===== config.mk =====
export PLATFORM = sky130hd
export DESIGN_NAME = histo_frame_sequencer
export DESIGN_NICKNAME = d
export VERILOG_FILES = /design/src/rtl/histo_frame_sequencer.sv
export SDC_FILE = /design/constraint.sdc
export NUM_CORES = 1
export LEC_CHECK = 0
export CAP_MARGIN = 20
export CORE_MARGIN = 2
export CORE_UTILIZATION = 38
export DETAILED_ROUTE_END_ITERATION = 12
export GPL_ROUTABILITY_DRIVEN = 0
export SLEW_MARGIN = 25
export SYNTH_ARGS = -nofsm -noshare
export SYNTH_HDL_FRONTEND = slang
export SYNTH_SLANG_ARGS = --single-unit

===== constraint.sdc =====
create_clock -name clk -period 2.59 [get_ports clk]
set_clock_uncertainty 0.15 [all_clocks]
set_input_delay 0.259 -clock clk [delete_from_list [all_inputs] [get_ports clk]]
set_output_delay 0.259 -clock clk [all_outputs]
set_load 0.01 [all_outputs]

===== src/rtl/histo_frame_sequencer.sv =====
// Frame scheduler for the histogram engine: gates frame/line valid, decimates, bounds runs, waits for readout.
// Optional readout watchdog with timeout_flag port when HISTO_SEQ_TIMEOUT_EN is defined.
module histo_frame_sequencer #(
  parameter int DECIM_W = 8,
  parameter int COUNT_W = 16
`ifdef HISTO_SEQ_TIMEOUT_EN
  ,
  parameter int unsigned TIMEOUT_CYC = 2000000
`endif
) (
  input  logic               clk,
  input  logic               reset,
  input  logic               frame_valid,
  input  logic               line_valid,
  input  logic               cfg_enable,
  input  logic [DECIM_W-1:0] cfg_decimate,
  input  logic [COUNT_W-1:0] cfg_num_frames,
  input  logic               readout_done,
  output logic               histo_frame_valid,
  output logic               histo_line_valid,
  output logic [7:0]         capture_id,
  output logic [COUNT_W-1:0] captured_count,
  output logic [COUNT_W-1:0] skipped_count,
  output logic [COUNT_W-1:0] overrun_count,
  output logic               busy,
  output logic               run_done
`ifdef HISTO_SEQ_TIMEOUT_EN
  ,
  output logic               timeout_flag
`endif
);

  typedef enum logic [2:0] {
    S_IDLE,
    S_WAIT_SOF,
    S_CAPTURE,
    S_READOUT,
    S_DONE
  } state_t;

  localparam logic [DECIM_W-1:0] ONE_D = DECIM_W'(1);
  localparam logic [COUNT_W-1:0] ONE_C = COUNT_W'(1);

  state_t             state, state_nxt;
  logic               fv_q;
  logic [7:0]         frame_id;
  logic [7:0]         frame_id_inc;
  logic [DECIM_W-1:0] skip_cnt;
  logic               sof, eof;
  logic               gate, clr_run, start_cap, skip_dec;
  logic               inc_skip, inc_cap, inc_ovr;
`ifdef HISTO_SEQ_TIMEOUT_EN
  logic [31:0]        wd_cnt;
  logic               timeout_fire;
`endif

  // Edges are taken against the registered copy so gating can open in the SOF cycle itself.
  assign sof          = frame_valid & ~fv_q;
  assign eof          = ~frame_valid & fv_q;
  assign frame_id_inc = frame_id + 8'd1;
  assign busy         = (state == S_CAPTURE) || (state == S_READOUT);
  assign run_done     = (state == S_DONE);

  always_comb begin
    state_nxt = state;
    gate      = 1'b0;
    clr_run   = 1'b0;
    start_cap = 1'b0;
    skip_dec  = 1'b0;
    inc_skip  = 1'b0;
    inc_cap   = 1'b0;
    inc_ovr   = 1'b0;
`ifdef HISTO_SEQ_TIMEOUT_EN
    timeout_fire = 1'b0;
`endif
    case (state)
      S_IDLE: begin
        if (cfg_enable) begin
          state_nxt = S_WAIT_SOF;
          clr_run   = 1'b1;
        end
      end
      S_WAIT_SOF: begin
        if (!cfg_enable) begin
          state_nxt = S_IDLE;
        end else if (sof) begin
          if (skip_cnt == '0) begin
            start_cap = 1'b1;
            gate      = 1'b1;
            state_nxt = S_CAPTURE;
          end else begin
            skip_dec = 1'b1;
            inc_skip = 1'b1;
          end
        end
      end
      S_CAPTURE: begin
        gate = 1'b1;
        if (eof) begin
          gate      = 1'b0;
          inc_cap   = 1'b1;
          state_nxt = S_READOUT;
        end
      end
      S_READOUT: begin
        inc_ovr = sof;
        if (readout_done) begin
          if ((cfg_num_frames != '0) && (captured_count == cfg_num_frames))
            state_nxt = S_DONE;
          else if (!cfg_enable)
            state_nxt = S_IDLE;
          else
            state_nxt = S_WAIT_SOF;
        end
`ifdef HISTO_SEQ_TIMEOUT_EN
        else if (wd_cnt == TIMEOUT_CYC - 1) begin
          timeout_fire = 1'b1;
          state_nxt    = cfg_enable ? S_WAIT_SOF : S_IDLE;
        end
`endif
      end
      S_DONE: begin
        if (!cfg_enable) state_nxt = S_IDLE;
      end
      default: state_nxt = S_IDLE;
    endcase
  end

  always_ff @(posedge clk or posedge reset) begin
    if (reset) begin
      state             <= S_IDLE;
      fv_q              <= 1'b0;
      frame_id          <= '0;
      skip_cnt          <= '0;
      capture_id        <= '0;
      captured_count    <= '0;
      skipped_count     <= '0;
      overrun_count     <= '0;
      histo_frame_valid <= 1'b0;
      histo_line_valid  <= 1'b0;
    end else begin
      state             <= state_nxt;
      fv_q              <= frame_valid;
      histo_frame_valid <= frame_valid & gate;
      histo_line_valid  <= line_valid & gate;
      if (sof && cfg_enable) frame_id <= frame_id_inc;
      if (clr_run) begin
        captured_count <= '0;
        skipped_count  <= '0;
        overrun_count  <= '0;
        skip_cnt       <= '0;
      end
      if (start_cap) begin
        capture_id <= frame_id_inc;
        skip_cnt   <= cfg_decimate;
      end
      if (skip_dec) skip_cnt <= skip_cnt - ONE_D;
      if (inc_skip && (skipped_count != '1)) skipped_count <= skipped_count + ONE_C;
      if (inc_cap && (captured_count != '1)) captured_count <= captured_count + ONE_C;
      if (inc_ovr && (overrun_count != '1)) overrun_count <= overrun_count + ONE_C;
    end
  end

`ifdef HISTO_SEQ_TIMEOUT_EN
  always_ff @(posedge clk or posedge reset) begin
    if (reset) begin
      wd_cnt       <= '0;
      timeout_flag <= 1'b0;
    end else begin
      wd_cnt <= (state == S_READOUT) ? wd_cnt + 32'd1 : 32'd0;
      if (clr_run)
        timeout_flag <= 1'b0;
      else if (timeout_fire)
        timeout_flag <= 1'b1;
    end
  end
`endif

endmodule

==> impl_metrics.ini <==
[clock_network]
cts_made_buffers = 9
clock_path_buffers = 2
post_cts_buffers = 0
clock_sinks = 78
postCtsResizedCells = 0
clock_latency_ns = 0.34
cts_tree = built
cts_htree_levels = 3
cts_hold_repair.buffers = 0
path_clk_slew_ns = 0.06
cts-root-buf = clkbuf_16

[layout]
postLayoutCellArea_um2 = 5880
insertedDiodeCount = 0
fill_cells = 1097
nNetsFinal = 635
area_growth_pct = 31.5
drive_gt1_share_pct = 8.76

[timing]
finalCritPeriodShare_pct = 91.5
report.final.slew_viol_count = 0
tns_ns = 0
max_freq_mhz = 422
hold_violations = 0
max_slew_margin_pct = 44.6
setup_viol = 0
finalCriticalPeriod_ns = 2.37
layout_setup_ws_ns = 0.220
rsz0062_at_grt = no
worst_pin_slew_ns = 0.823

[worst_setup_path]
cp_max_fo = 14
regToRegEndpoint = skipped_count[7]$_DFFE_PP0P_
r2r.worst_path.cells = 7
critPathMaxStageDelay_ns = 0.52
cpMaxStageDelayCell = or3b_2
required_ns = 2.70
cp_top_family = compound AO/OA/AOI/OAI gates
cp-start-kind = flip-flop
crit_buf_inv = 1
cp-end-kind = flip-flop
arrival_ns = 2.48
crit_type = flip-flop to flip-flop
timing.rr.start = skip_cnt[0]$_DFFE_PP0P_
worst_path_most_repeated_cell = o21ai_0
r2r_setup_slack_ns = 0.22
crit_chain = inv_1 -> ha_1 -> or3b_2 -> o211a_4 -> a21oi_4 -> o21ai_0 -> o21ai_0

[placed_design]
dp_hpwl_um = 8240
place_area_um2 = 5560
place_ws_ns = 0.207
port_buffers = 89

[floorplan]
start_util_pct = 39.0
io_pins = 90
rows = 39
core_area_um2 = 11500
die-area_um2 = 12600
die_h_um = 112
fp.dieW_um = 112

[global_route]
antenna_found_initial = 0
grtUsageMet1_pct = 25.9
grt_use_met3_pct = 4.16
grt_max_degree = 79
track_usage_pct = 18.8
grtUsageMet2_pct = 29.4
grt_overflow = 0
grt_pass1_wl_um = 19300
grt_pass1_vias = 3908
top_usage_layer = met2

[pwr]
vdd_drop_max_uv = 385
leakage_uw = 0.00239
total_power_uw = 4370
power.density_nw_per_um2 = 744

[detailed_routing]
viasPerCell = 5.46
ant_nets = 0
wirelength_um = 11500
detail_route.wl_per_cell_um = 15.4
dr.pass1.iters = 5
drc = 0
first_iter_violations = 150
via_count = 4087

[yosys]
synth_cell_types = 57
async_reset_ff_share_pct = 100
synth.yosys.seq_area_share_pct = 43.7
synthesis.instances = 506
synth_area_um2 = 4470
ys_ff_latch = 78
ys_warn_count = 0
avgSynthCellArea_um2 = 8.83
synth-edff-count = 0
synthFlopType = dfrtp_1
synth_nets = 541

[min_path]
hold_class = input port to asynchronous set/reset pin

[status]
outcome = complete, no violations

[flow_run]
drv_cap = 0
[kinds of logic (layout without fill, tap and decap cells)]
family	Yosys count	after routing	share of synthesized area [%]
DFF	78	78	43.7
xor gates and xnor gates	36	36	7.05
muxes	11	11	2.49
and+or+nand+nor	218	218	25.3
buffers and inverters	39	138	3.95
AOI/OAI and AO/OA	119	119	16.2
adders and majority gates	5	5	1.40
[tightest hold or removal path, stage by stage]
cell	delay [ns]
clkdlybuf4s50_1	0.42
inv_2	0.07
buf_12	0.35
[cell type report]
| cell class | instances | area, µm² | area share [%] |
|---|---|---|---|
| Multi-Input combinational cell | 389 | 2340 | 39.8 |
| Sequential cell | 78 | 1950 | 33.2 |
| Timing Repair Buffer | 104 | 1020 | 17.3 |
| Clock buffer | 13 | 280 | 4.77 |
| Tap cell | 143 | 179 | 3.05 |
| Inverter | 18 | 67.6 | 1.15 |
| Clock inverter | 3 | 40.0 | 0.681 |
[sequential cells by signal (all words and copies together) (netlist names)]
signal             cells
captured_count        16
frame_id               8
capture_id             8
fv_q                   1
state                  3
histo_line_valid       1
skip_cnt               8
overrun_count         16
skipped_count         16
histo_frame_valid      1
[layout by cell type, fill, tap and decap left out, types with 7 or more instances in the layout]
cell,n
dfrtp_1,78
a21oi_1,18
xnor2_1,14
buf_4,14
inv_1,17
nand3_1,38
or3_1,8
xor2_1,22
nand2_1,57
nand4_1,18
nor2_1,31
clkbuf_16,9
nor3_1,16
o21ai_0,61
and3_1,7
mux2i_1,10
nor4_1,9
clkdlybuf4s50_1,89
[power by group]
part	internal, µW	total [µW]	switching, µW	leakage, µW
clock network	848	1340	488	0.000162
logic	664	1460	801	0.00116
registers	1400	1570	169	0.00106
total	2910	4370	1460	0.00239
[synthesized netlist by cell type (all sizes together) (7+ instances only)]
cell	instances	area share [%]
buf	12	1.7
clkbuf	9	0.76
nand3	38	4.3
xor2	22	4.3
nor2	33	2.9
nor3	16	1.8
and3	7	0.98
nor4	10	1.7
dfrtp	78	44
nand4	18	2.5
or3	8	1.1
nand2	58	4.9
o21ai	63	7.1
inv	18	1.5
mux2i	10	2.2
xnor2	14	2.7
a21oi	23	3.2
[worst max path at each step]
stage                     slack, ns                    start                             end  cells past startpoint
after floorplan                0.19                    reset       capture_id[0]$_DFFE_PP0N_                      1
after global placement         0.27              frame_valid  captured_count[13]$_DFFE_PP0P_                      6
after detailed placement       0.21              frame_valid  captured_count[13]$_DFFE_PP0P_                      6
after CTS                      0.23  skip_cnt[0]$_DFFE_PP0P_    skipped_count[7]$_DFFE_PP0P_                      7
after global routing           0.09  skip_cnt[0]$_DFFE_PP0P_    skipped_count[7]$_DFFE_PP0P_                      7
final                          0.22  skip_cnt[0]$_DFFE_PP0P_    skipped_count[7]$_DFFE_PP0P_                      7
[routing by layer]
| metal | part of all wire, % | wire length [µm] | vias up |
|---|---|---|---|
| met5 | 0 | 0 | - |
| met4 | 1.4 | 164 | 0 |
| met3 | 4.8 | 546 | 9 |
| met2 | 46 | 5280 | 110 |
| met1 | 48 | 5510 | 1961 |
| li1 | - | - | 2007 |
[stage by stage]
| stage | hold WS, ns | cells | util, % |
|---|---|---|---|
| after global routing | 0.249 | 748 | 51.2 |
| final | 0.198 | 748 | 51.2 |
| after detailed placement | 0.321 | 732 | 48.4 |
| after CTS | 0.219 | 748 | 51.2 |
| after global placement | 0.313 | 732 | 48.4 |
| after floorplan | 0.140 | 506 | - |
No activity file was read; power rests on OpenSTA's default activity.
